$ cat config.mk
export PLATFORM = sky130hd
export DESIGN_NAME = serial_adder
export DESIGN_NICKNAME = d
export VERILOG_FILES = /design/src/rtl/serial_adder.sv
export SDC_FILE = /design/constraint.sdc
export NUM_CORES = 1
export LEC_CHECK = 0
export CAP_MARGIN = 20
export CORE_MARGIN = 1
export CORE_UTILIZATION = 46
export DETAILED_ROUTE_END_ITERATION = 12
export GPL_TIMING_DRIVEN = 0
export HOLD_SLACK_MARGIN = 0.05
export MAX_ROUTING_LAYER = met4
export PLACE_DENSITY = 0.77
export SYNTH_ARGS = -nofsm -noshare
export SYNTH_HDL_FRONTEND = slang
export SYNTH_SLANG_ARGS = --single-unit
$ cat constraint.sdc
create_clock -name clk -period 1.5 [get_ports clk]
set_clock_uncertainty 0.05 [all_clocks]
set_input_delay 0.3 -clock clk [delete_from_list [all_inputs] [get_ports clk]]
set_output_delay 0.3 -clock clk [all_outputs]
set_load 0.01 [all_outputs]
$ cat src/rtl/serial_adder.sv
// Bit-serial adder: one full-adder slice plus a registered carry, LSB first, one bit per clock.
// Optional signed-overflow output is enabled by defining SERIAL_ADDER_OVF_EN.
module serial_adder #(
  parameter int WIDTH = 8
) (
  input  logic             clk,
  input  logic             rst,
  input  logic             in_valid,
  output logic             in_ready,
  input  logic [WIDTH-1:0] a,
  input  logic [WIDTH-1:0] b,
  input  logic             cin,
  output logic             out_valid,
  input  logic             out_ready,
  output logic [WIDTH-1:0] sum,
  output logic             cout,
  output logic             busy
`ifdef SERIAL_ADDER_OVF_EN
  ,
  output logic             ovf
`endif
);

  localparam int CNT_W = (WIDTH > 1) ? $clog2(WIDTH) : 1;
  localparam logic [CNT_W-1:0] CNT_LAST = CNT_W'(WIDTH - 1);
  localparam logic [CNT_W-1:0] CNT_ONE  = CNT_W'(1);
  localparam logic [CNT_W-1:0] CNT_ZERO = {CNT_W{1'b0}};

  typedef enum logic [1:0] {
    IDLE = 2'd0,
    RUN  = 2'd1,
    DONE = 2'd2
  } state_t;

  function automatic logic fa_sum(input logic x, input logic y, input logic c);
    return x ^ y ^ c;
  endfunction

  function automatic logic fa_carry(input logic x, input logic y, input logic c);
    return (x & y) | (x & c) | (y & c);
  endfunction

  state_t           r_state;
  state_t           w_state_next;
  logic [WIDTH-1:0] r_a_sh;
  logic [WIDTH-1:0] r_b_sh;
  logic [WIDTH-1:0] r_sum;
  logic [CNT_W-1:0] r_cnt;
  logic             r_carry;
  logic             r_cout;
  logic             r_out_valid;
  logic             r_busy;
  logic             w_accept;
  logic             w_last;
  logic             w_bit_sum;
  logic             w_carry_next;
  logic [WIDTH-1:0] w_sum_shift;

  assign w_accept     = in_valid && (r_state == IDLE);
  assign w_last       = (r_cnt == CNT_LAST);
  assign w_bit_sum    = fa_sum(r_a_sh[0], r_b_sh[0], r_carry);
  assign w_carry_next = fa_carry(r_a_sh[0], r_b_sh[0], r_carry);

  assign in_ready  = (r_state == IDLE);
  assign out_valid = r_out_valid;
  assign sum       = r_sum;
  assign cout      = r_cout;
  assign busy      = r_busy;

  // Partial-sum shifter; bit 0 of the shifted word is never needed, so only WIDTH-1 bits are stored.
  generate
    if (WIDTH == 1) begin : g_w1
      assign w_sum_shift = w_bit_sum;
    end else begin : g_wn
      logic [WIDTH-2:0] r_sum_sh;

      assign w_sum_shift = {w_bit_sum, r_sum_sh};

      always_ff @(posedge clk or posedge rst) begin
        if (rst) begin
          r_sum_sh <= {(WIDTH-1){1'b0}};
        end else if (w_accept) begin
          r_sum_sh <= {(WIDTH-1){1'b0}};
        end else if (r_state == RUN) begin
          r_sum_sh <= w_sum_shift[WIDTH-1:1];
        end else begin
          r_sum_sh <= r_sum_sh;
        end
      end
    end
  endgenerate

  always_ff @(posedge clk or posedge rst) begin
    if (rst) begin
      r_state <= IDLE;
    end else begin
      r_state <= w_state_next;
    end
  end

  always_comb begin
    w_state_next = r_state;
    case (r_state)
      IDLE: begin
        if (in_valid) begin
          w_state_next = RUN;
        end else begin
          w_state_next = IDLE;
        end
      end
      RUN: begin
        if (w_last) begin
          w_state_next = DONE;
        end else begin
          w_state_next = RUN;
        end
      end
      DONE: begin
        if (out_ready) begin
          w_state_next = IDLE;
        end else begin
          w_state_next = DONE;
        end
      end
      default: w_state_next = IDLE;
    endcase
  end

  // Status flags follow the next state so they line up with the state register.
  always_ff @(posedge clk or posedge rst) begin
    if (rst) begin
      r_out_valid <= 1'b0;
      r_busy      <= 1'b0;
    end else begin
      r_out_valid <= (w_state_next == DONE);
      r_busy      <= (w_state_next == RUN);
    end
  end

  always_ff @(posedge clk or posedge rst) begin
    if (rst) begin
      r_a_sh  <= {WIDTH{1'b0}};
      r_b_sh  <= {WIDTH{1'b0}};
      r_carry <= 1'b0;
      r_cnt   <= CNT_ZERO;
      r_sum   <= {WIDTH{1'b0}};
      r_cout  <= 1'b0;
    end else begin
      case (r_state)
        IDLE: begin
          if (in_valid) begin
            r_a_sh  <= a;
            r_b_sh  <= b;
            r_carry <= cin;
            r_cnt   <= CNT_ZERO;
          end else begin
            r_cnt   <= r_cnt;
          end
        end
        RUN: begin
          r_a_sh  <= r_a_sh >> 1;
          r_b_sh  <= r_b_sh >> 1;
          r_carry <= w_carry_next;
          r_cnt   <= r_cnt + CNT_ONE;
          if (w_last) begin
            r_sum  <= w_sum_shift;
            r_cout <= w_carry_next;
          end else begin
            r_sum  <= r_sum;
          end
        end
        DONE: begin
          r_sum  <= r_sum;
          r_cout <= r_cout;
        end
        default: begin
          r_cnt <= CNT_ZERO;
        end
      endcase
    end
  end

`ifdef SERIAL_ADDER_OVF_EN
  logic r_ovf;

  assign ovf = r_ovf;

  // On the last RUN cycle r_carry is the carry into the MSB.
  always_ff @(posedge clk or posedge rst) begin
    if (rst) begin
      r_ovf <= 1'b0;
    end else if ((r_state == RUN) && w_last) begin
      r_ovf <= r_carry ^ w_carry_next;
    end else begin
      r_ovf <= r_ovf;
    end
  end
`endif

endmodule

==> reports/results.tsv, run 1 <==
stage	metric	value	unit
timing	post-route setup slack	6.645	ps
detailed_routing	Avg WL per Cell	14.99	microns
finish	Layout area overhead	33.59	%
yosys	Seq/Total Area, Yosys	0.5610	
run_status	run status	finished, final reports clean	
critical_path	WP data arrival	1630	ps
finish	nets@finish	221	
finish	cell area after layout	2384	sq um
finish	ANT cells	0	
clock_tree	CTS buffer count	5	
finish	Layout Cells excl Fill	246	
floorplan	Core Box Area	3689	sq um
timing	final slew viol count	0	
critical_path	worst path required time	1630	ps
clock_tree	clock root buffer	clkbuf_8	
power	largest vdd supply drop	0.001135	V
yosys	#FFs+latches synth	40	
timing	crit share post-route	0.9956	
placement	DP HPWL	2.431	mm
clock_tree	TritonCTS clock tree	built	
critical_path	FF-to-FF End	sum[1]	
grt	first-pass GRT wire length	6.279	mm
clock_tree	clock slew at reported path FFs	80	ps
critical_path	crit-path max FO	4	
floorplan	die height	64.28	microns
grt	Congestion Overflow GR	0	
yosys	adder-cell area share of the yosys netlist	0.02525	
placement	gpl congestion	0.8225	
floorplan	DIE WIDTH	64.28	microns
timing	Hold Fails Final Rpt	0	
floorplan	row cnt	22	
timing	Slew @ Worst Pin	815.0	ps
grt	pin count of the biggest net entering global routing	41	
grt	total track usage	0.2079	
floorplan	# IOs	33	
yosys	XOR/XNOR share of the synthesized area	0	
floorplan	die area	4132	sq um
yosys	mapped cell area	1784	sq um
yosys	Syn Area/Cell	11.82	sq um
detailed_routing	Final ANT Viol Nets	0	
critical_path	path depth of the worst reg2reg path	5	
hold_path	worst hold-check path type	input port to asynchronous set/reset pin	
placement	dpl cell area	2165	sq um
timing	min Tclk post-route	1493	ps
critical_path	flop2flop setup slack	7	ps
detailed_routing	vias	1315	
timing	# setup viols final	0	
flow_run	Max Cap Violations	0	
critical_path	Worst setup EP type	register	
timing	fmax	669.6	MHz
power	Leak	1.123	nW
detailed_routing	Initial DRC Count	90	
yosys	Post-synth EDFFs	0	
yosys	mux share of post-synthesis cell area	0.07363	
floorplan	Starting Density	0.4837	
yosys	simple-gate area share of the yosys netlist	0.1494	
clock_tree	H-tree depth	2	
clock_tree	clk_lat worst skew	290	ps
power	Cell Pwr Density	1956	nW/um^2
detailed_routing	Routed WL	3.687	mm
grt	initial antenna violation count	0	
yosys	fraction of registers with async set/reset	1.000	
yosys	main combinational cell family by area after synthesis	simple AND/OR/NAND/NOR gates	
clock_tree	CTS Sinks	40	
yosys	cells after synthesis	151	
yosys	Yosys cell types	31	
timing	RSZ-0062 raised after global routing	true	
clock_tree	clk buf depth	2	
placement	placed insts	231	
critical_path	CP Launch Type	register	
yosys	synthesized net count	175	
critical_path	Setup Crit Path Kind	register to register	
detailed_routing	vias per cell	5.346	
detailed_routing	drt pass-1 iters	4	
critical_path	R2R Path Start	r_state[1]	
grt	vias in the first global route	1303	
placement	Post-Place Worst Slack	-467.6	ps
yosys	Syn. warnings	0	
detailed_routing	DR DRC count	0	
yosys	ys flop type	dfrtp_1	
yosys	Compound-Gate Fraction of Synth Area	0.1346	
timing	Rel. slew slack	0.4559	
placement	# port buffers	32	
finish	layout cell share with drive strength beyond 1	0.2323	
clock_tree	hold_buf cts	0	
critical path, stage by stage (launching register included):
cell,delay [ps]
dfrtp_1,420
buf_6,130
and2b_2,250
nand2_4,80
clkbuf_16,160
mux2_4,290
report_power, final:
| group | internal [mW] | switching [mW] |
|---|---|---|
| clock | 0.544 | 0.374 |
| combinational | 1.02 | 0.882 |
| sequential | 1.56 | 0.283 |
| total | 3.12 | 1.54 |
cell usage in the layout, fill, tap and decap left out, types with 5 or more instances in the layout:
master / instances
a21oi_1: 6
a22o_1: 7
buf_2: 6
buf_4: 7
clkbuf_8: 6
clkdlybuf4s50_1: 20
dfrtp_1: 40
dlygate4sd2_1: 11
inv_1: 6
mux2_4: 8
nand2b_1: 5
nor2_1: 7
nor3_1: 24
through the flow:
step	util	setup TNS [ps]	total power, mW	hold slack [ps]
after floorplan	-	0	3.070	416.0
after global placement	0.5868	-25900	3.619	429.3
after detailed placement	0.5868	-4471	3.714	433.1
after CTS	0.6269	0	4.599	449.5
after global routing	0.6462	-315.5	5.003	477.3
final	0.6462	0	4.662	428.5
layer usage:
layer	wire (microns)	up-vias	global-route usage	part of all wire
li1	-	628	-	-
met2	1816	37	0.3250	0.49
met5	0	-	-	0
met1	1643	640	0.2616	0.45
met3	164	10	0.05536	0.044
met4	63	0	0.06944	0.017
cells by family after synthesis:
family                     count (synthesis)
muxes                                      9
AOI/OAI and AO/OA                         30
and+or+nand+nor                           50
adders and majority gates                  3
buffers and inverters                     19
DFF                                       40
cell usage after synthesis (all sizes together) (2+ instances only):
master  count  share of area
a21oi       6          0.017
a221oi      3          0.018
a22o        7          0.034
a32o        4          0.022
buf        11          0.039
dfrtp      40           0.56
ha          2          0.014
inv         7          0.015
mux2        9          0.074
nand2       3         0.0077
nand2b      5          0.018
nor2        9          0.020
nor2b       3          0.011
nor3       24          0.067
nor3b       4          0.017
o21ai       3         0.0084
o22a        4          0.020
flip-flops by register name, indices dropped and copies added, names as in the netlist:
signal	count
sum	8
g_wn.r_sum_sh	7
r_a_sh	8
r_cnt	3
busy	1
r_carry	1
out_valid	1
r_b_sh	8
cout	1
r_state	2
worst max-delay path by stage:
stage	end	start	slack (ps)	depth (start not counted)
finish	sum[1]	r_state[1]	7	5
global route	sum[7]	r_state[1]	-50	5
CTS	sum[3]	r_cnt[0]	10	5
detailed placement	in_ready	r_state[1]	-470	3
global placement	r_b_sh[7]	rst	-560	2
floorplan	cout	r_cnt[0]	60	5
cell type report:
| class | count | area [sq um] |
|---|---|---|
| sequential | 40 | 1001 |
| clock buffer | 6 | 82.58 |
| clock inverter | 2 | 38.79 |
| fill | 323 | 1305 |
| timing repair buffer | 40 | 389.1 |
| buffer | 11 | 83.83 |
| tap | 48 | 60.06 |
| multi-input combinational | 92 | 701.9 |
| inverter | 7 | 26.28 |
what timing repair did:
action / in CTS / in global routing
pin swaps: 1 / 2
resized for setup: 22 / 5
buffers inserted: 3 / 4
cloned: 0 / 1
endpoints found under the setup margin: 20 / 13
No activity file was read; power rests on OpenSTA's default activity.
==> run 2: changes to the inputs <==
--- a/config.mk
+++ b/config.mk
@@ -5,11 +5,11 @@
 export SDC_FILE = /design/constraint.sdc
 export NUM_CORES = 1
 export LEC_CHECK = 0
+export ABC_CLOCK_PERIOD_IN_PS = 1500
 export CAP_MARGIN = 20
 export CORE_MARGIN = 1
 export CORE_UTILIZATION = 46
 export DETAILED_ROUTE_END_ITERATION = 12
-export GPL_TIMING_DRIVEN = 0
 export HOLD_SLACK_MARGIN = 0.05
 export MAX_ROUTING_LAYER = met4
 export PLACE_DENSITY = 0.77
==> run 2 against run 1 <==
- cell count shrank 1.6%
- critical endpoint is now cout
- core utilization is 0.61 points lower
- largest power group unchanged
- highest routed layer unchanged
- largest cell class unchanged
- critical path type unchanged
- clock-buffer cell count down 1
==> reports/results.tsv, run 2 (synthesis results as in run 1) <==
stage	metric	value	unit	change
run_status	run status	finished, final reports clean		
finish	Final Util	0.6401		-0.006106
critical_path	most used cell, CP	buf_4		
critical_path	Worst setup EP type	register		
detailed_routing	vias per cell	5.455		+2.0%
hold_path	worst hold-check path type	input port to asynchronous set/reset pin		
detailed_routing	Initial DRC Count	59		-34%
timing	Rel. slew slack	0.7461		+0.2902
critical_path	Setup Crit Path Kind	register to register		
floorplan	DIE WIDTH	64.28	microns	unchanged
clock_tree	CTS buffer count	5		unchanged
critical_path	WP data arrival	1570	ps	-60 ps
detailed_routing	DR DRC count	0		unchanged
clock_tree	TritonCTS clock tree	built		
timing	RSZ-0062 raised after global routing	false		
power	Cell Pwr Density	1967	nW/um^2	+0.55%
finish	FILL cells	320		-0.93%
finish	layout cell share with drive strength beyond 1	0.2216		-0.01067
timing	final slew viol count	0		unchanged
floorplan	Core Box Area	3689	sq um	unchanged
finish	ANT cells	0		unchanged
detailed_routing	drt pass-1 iters	4		unchanged
critical_path	CP Launch Type	register		
critical_path	worst path required time	1630	ps	about the same
grt	Congestion Overflow GR	0		unchanged
clock_tree	clk buf depth	2		unchanged
timing	Hold Fails Final Rpt	0		unchanged
critical_path	slowest stage cell, crit path	dfrtp_1		
detailed_routing	Avg WL per Cell	15.15	microns	+1.1%
timing	fmax	692.6	MHz	+3.4%
floorplan	row cnt	22		unchanged
clock_tree	clock root buffer	clkbuf_8		
clock_tree	CTS Sinks	40		unchanged
placement	# port buffers	32		unchanged
critical_path	crit path launch	r_state[0]		
clock_tree	H-tree depth	2		unchanged
power	largest vdd supply drop	0.001030	V	-9.2%
placement	gpl congestion	0.8219		about the same
flow_run	Max Cap Violations	0		unchanged
grt	total track usage	0.2108		+0.002901
power	total power	4.643	mW	-0.40%
critical_path	worst path cell trace	buf_4 > and2b_1 > nand2_4 > buf_4 > mux2_4		
timing	crit share post-route	0.9626		-0.03298
finish	nets@finish	217		-1.8%
grt	pin count of the biggest net entering global routing	41		unchanged
detailed_routing	Final ANT Viol Nets	0		unchanged
floorplan	# IOs	33		unchanged
grt	vias in the first global route	1359		+4.3%
critical_path	crit-path max FO	9		+5
finish	most common cell after layout, fill and taps aside	dfrtp_1		
finish	most frequent cells in the layout	40 x dfrtp_1, 24 x nor3_1, 20 x clkdlybuf4s50_1		
detailed_routing	Routed WL	3.666	mm	-0.57%
placement	DP HPWL	2.506	mm	+3.1%
finish	Layout area overhead	32.33	%	
timing	# setup viols final	0		unchanged
grt	initial antenna violation count	0		unchanged
power	Leak	1.100	nW	-2.0%
finish	FF/Latch Area	1001	sq um	unchanged
grt	first-pass GRT wire length	6.382	mm	+1.6%
clock_tree	clock slew at reported path FFs	80	ps	about the same
timing	min Tclk post-route	1444	ps	-49.47 ps
detailed_routing	vias	1320		+0.38%
clock_tree	clk_lat worst skew	290	ps	about the same
critical_path	R2R Path Start	r_state[0]		
floorplan	die height	64.28	microns	unchanged
floorplan	Starting Density	0.4837		unchanged
finish	footprint of the multi-input gates	724.4	sq um	+3.2%
timing	Slew @ Worst Pin	380.4	ps	-434.6 ps
critical_path	slowest stage delay, CP	400	ps	-20 ps
floorplan	die area	4132	sq um	unchanged
==> run 2: cell count changes in the layout (fill, tap and decap cells not counted), sizes merged <==
cell and delta:
buf -3, clkbuf -2, clkinvlp +1
==> run 2: worst paths after layout <==
path                             end  slack, ps  cells past startpoint
max in group asynchronous  r_a_sh[0]        900                      3
min in group clk              sum[7]        460                      1
setup / recovery                cout         60                      5
hold / removal                sum[6]        310                      3
hold reg to reg               sum[7]        460                      1
setup reg to reg                cout         60                      5
==> run 2: critical path: cells and delay by family (launching register included) <==
| kind | cells | cell delay, ps |
|---|---|---|
| flip-flops | 1 | 400 |
| AND/OR/NAND/NOR | 2 | 280 |
| buffers and inverters | 2 | 300 |
| multiplexers | 1 | 290 |
==> run 2: final cells by class <==
class / count / area share
clock buffers: 5 / 0.02915
clock inverters: 3 / 0.01802
inverters: 7 / 0.01113
multi-input cells: 92 / 0.3068
flip-flops and latches: 40 / 0.4240
well taps: 48 / 0.02544
repair buffers: 47 / 0.1855
==> run 2: stage by stage <==
| step | worst slack (ps) | TNS [ps] | hold WS [ps] | area, sq um | std cells |
|---|---|---|---|---|---|
| after floorplan | 61.92 | 0 | 416.0 | 1784 | 151 |
| after global routing | 15.65 | 0 | 328.2 | 2361 | 242 |
| after detailed placement | -250.6 | -2961 | 453.2 | 2216 | 234 |
| after global placement | -154.6 | -1966 | 432.3 | 2216 | 234 |
| after CTS | 0.4360 | 0 | 317.3 | 2327 | 242 |
| final | 56.11 | 0 | 309.7 | 2361 | 242 |
==> run 2: power breakdown <==
group	switching (mW)	total, mW	internal [mW]
Clock	0.380	0.872	0.492
Sequential	0.297	1.85	1.56
Combinational	0.895	1.92	1.02
==> run 2: repair_timing <==
| action | CTS | global route |
|---|---|---|
| pin swaps | 1 | 0 |
| setup endpoints to repair | 21 | 11 |
| setup buffers | 0 | 0 |
| resized for setup | 16 | 9 |
| hold buffers | 0 | 0 |
==> run 2: metal layers <==
metal,share of wire,global-route usage,up-vias
met5,0,-,-
li1,-,-,621
met2,0.52,0.3474,30
met3,0.038,0.04821,4
met4,0.010,0.06667,0
met1,0.43,0.2561,665
==> run 3: changes to the inputs <==
==> config.mk (replaced) <==
export PLATFORM = sky130hd
export DESIGN_NAME = serial_adder
export DESIGN_NICKNAME = d
export VERILOG_FILES = /design/src/rtl/serial_adder.sv
export SDC_FILE = /design/constraint.sdc
export NUM_CORES = 1
export LEC_CHECK = 0
export ABC_CLOCK_PERIOD_IN_PS = 1600
export CAP_MARGIN = 20
export CORE_MARGIN = 4
export CORE_UTILIZATION = 51
export DETAILED_ROUTE_END_ITERATION = 12
export HOLD_SLACK_MARGIN = 0.05
export MAX_ROUTING_LAYER = met4
export PLACE_DENSITY = 0.81
export SYNTH_ARGS = -nofsm -noshare
export SYNTH_HDL_FRONTEND = slang
export SYNTH_SLANG_ARGS = --single-unit
==> constraint.sdc (replaced) <==
create_clock -name clk -period 1.6 [get_ports clk]
set_clock_uncertainty 0.05 [all_clocks]
set_input_delay 0.32 -clock clk [delete_from_list [all_inputs] [get_ports clk]]
set_output_delay 0.32 -clock clk [all_outputs]
set_load 0.01 [all_outputs]
==> run 3 against run 2 <==
- clock power fell by 40%
- first-iteration DRC count is 15% lower
- highest routed layer unchanged
- worst setup slack better by 16 ps
- critical endpoint is now sum[4]
- critical path depth unchanged
- largest cell class unchanged
- wire length decreased by 3.8%
- flip-flop and latch count unchanged
- power is 15% lower
- core utilization increased by 3.7 points
- cell count shrank 1.2%
- die area up 9.1%
- register-to-register slack better by 20 ps
==> reports/results.tsv, run 3 (synthesis results as in run 1) <==
stage	metric	value	unit	change
critical_path	R2R Path Start	r_cnt[0]		
clock_tree	CTS Sinks	40		unchanged
placement	placed insts	230		-1.7%
critical_path	worst path required time	1790	ps	+160 ps
timing	Hold Fails Final Rpt	0		unchanged
timing	# setup viols final	0		unchanged
timing	Rel. slew slack	0.7576		+0.01148
detailed_routing	Initial DRC Count	50		-15%
timing	fmax	654.4	MHz	-5.5%
detailed_routing	met2 wire length	1.750	mm	-8.7%
critical_path	WP data arrival	1710	ps	+140 ps
timing	Slew @ Worst Pin	363.2	ps	-17.20 ps
floorplan	# IOs	33		unchanged
floorplan	DIE WIDTH	67.15	microns	+4.5%
finish	most common cell after layout, fill and taps aside	dfrtp_1		
timing	min Tclk post-route	1528	ps	+84.19 ps
flow_run	Max Cap Violations	0		unchanged
grt	initial antenna violation count	0		unchanged
detailed_routing	top routing layer in use	met4		
clock_tree	clock root buffer	clkbuf_4		
detailed_routing	Avg WL per Cell	14.75	microns	-2.6%
floorplan	row cnt	21		-4.5%
detailed_routing	WL met3	189	microns	+37%
critical_path	Worst setup EP type	register		
grt	total track usage	0.1911		-0.01972
detailed_routing	Routed WL	3.526	mm	-3.8%
critical_path	crit-path max FO	10		+1
critical_path	CP Launch Type	register		
power	largest vdd supply drop	0.0007428	V	-28%
power	Cell Pwr Density	1741	nW/um^2	-11%
timing	RSZ-0062 raised after global routing	false		
floorplan	Core Box Area	3363	sq um	-8.8%
clock_tree	CTS buffer count	5		unchanged
critical_path	crit path launch	r_cnt[0]		
clock_tree	clk_lat worst skew	350	ps	+60 ps
finish	Final Util	0.6771		+0.03699
finish	nets@finish	216		-0.46%
run_status	run status	finished, final reports clean		
power	total power	3.964	mW	-15%
clock_tree	H-tree depth	2		unchanged
finish	ANT cells	0		unchanged
power	Leak	1.083	nW	-1.6%
clock_tree	clk buf depth	2		unchanged
placement	DP HPWL	2.608	mm	+4.1%
detailed_routing	vias per cell	5.318		-2.5%
hold_path	worst hold-check path type	input port to asynchronous set/reset pin		
finish	layout cell share with drive strength beyond 1	0.1969		-0.02476
critical_path	Setup Crit Path Kind	register to register		
timing	crit share post-route	0.9550		-0.007544
floorplan	die height	67.15	microns	+4.5%
placement	# port buffers	32		unchanged
detailed_routing	Final ANT Viol Nets	0		unchanged
clock_tree	clock slew at reported path FFs	110	ps	+30 ps
grt	Congestion Overflow GR	0		unchanged
grt	vias in the first global route	1300		-4.3%
grt	first-pass GRT wire length	6.134	mm	-3.9%
clock_tree	hold_buf cts	0		unchanged
detailed_routing	Metal-1 WL	1.526	mm	-2.9%
grt	pin count of the biggest net entering global routing	41		unchanged
placement	gpl congestion	0.7992		-2.8%
timing	Final Hold Slack	261.4	ps	-48.28 ps
detailed_routing	vias	1271		-3.7%
detailed_routing	DR DRC count	0		unchanged
floorplan	die area	4508	sq um	+9.1%
finish	FILL cells	286		-11%
finish	most frequent cells in the layout	40 x dfrtp_1, 24 x nor3_1, 20 x clkdlybuf4s50_1		
detailed_routing	drt pass-1 iters	4		unchanged
clock_tree	TritonCTS clock tree	built		
finish	Layout Cells excl Fill	239		-1.2%
timing	final slew viol count	0		unchanged
floorplan	Starting Density	0.5305		+0.04679
finish	Layout area overhead	27.63	%	
==> run 3: changes by cell type in the layout (fill, tap and decap cells not counted), moves of 2 or more <==
| cell | change |
|---|---|
| ha_1 | +2 |
| buf_6 | -2 |
| clkbuf_8 | -4 |
| clkbuf_4 | +5 |
==> run 3: power by group <==
group | total [mW] | switching, mW | internal, mW
registers | 1.72 | 0.259 | 1.46
clock network | 0.523 | 0.314 | 0.209
logic | 1.72 | 0.803 | 0.921
total | 3.96 | 1.38 | 2.59
==> run 3: final cells by class <==
cell class / count / area, sq um / share of cell area
clock buffer: 6 / 51.30 / 0.02253
multi-input combinational: 92 / 689.4 / 0.3027
timing repair buffer: 46 / 441.7 / 0.1940
sequential: 40 / 1001 / 0.4396
clock inverter: 2 / 10.01 / 0.004396
inverter: 7 / 26.28 / 0.01154
tap: 46 / 57.56 / 0.02527
==> run 3: repair_timing <==
| item | 4_1_cts | 5_1_grt |
|---|---|---|
| endpoints found under the setup margin | 11 | 3 |
| setup buffers | 0 | 1 |
| gates resized for setup | 14 | 3 |
| cloned | 0 | 0 |
==> run 3: critical path, cell delays in order (launching register included) <==
cell and delay (ps):
dfrtp_1 410, ha_1 210, ha_1 210, nand2_2 100, buf_12 140, mux2_4 300
==> run 3: worst paths after layout <==
check | to | cells after the start | slack [ps]
setup / recovery | sum[4] | 5 | 70
hold / removal | sum[2] | 3 | 260
setup reg to reg | sum[4] | 5 | 70
hold reg to reg | sum[6] | 1 | 460
max in group asynchronous | r_cnt[0] | 3 | 1040
min in group clk | sum[6] | 1 | 460
==> run 3: per-stage QoR <==
| stage | cell area (sq um) | TNS, ps | setup slack (ps) |
|---|---|---|---|
| 6_report | 2277 | 0 | 71.93 |
| 2_1_floorplan | 1784 | 0 | 161.9 |
| 4_1_cts | 2255 | 0 | 2.083 |
| 3_3_place_gp | 2211 | -252.7 | -48.55 |
| 5_1_grt | 2277 | 0 | 17.03 |
| 3_5_place_dp | 2211 | -897.5 | -116.7 |
==> run 3: metal layers <==
metal,track usage,vias to the layer above
li1,-,623
met1,0.2402,602
met2,0.2908,40
met3,0.05657,6
met4,0.07595,0
met5,-,-
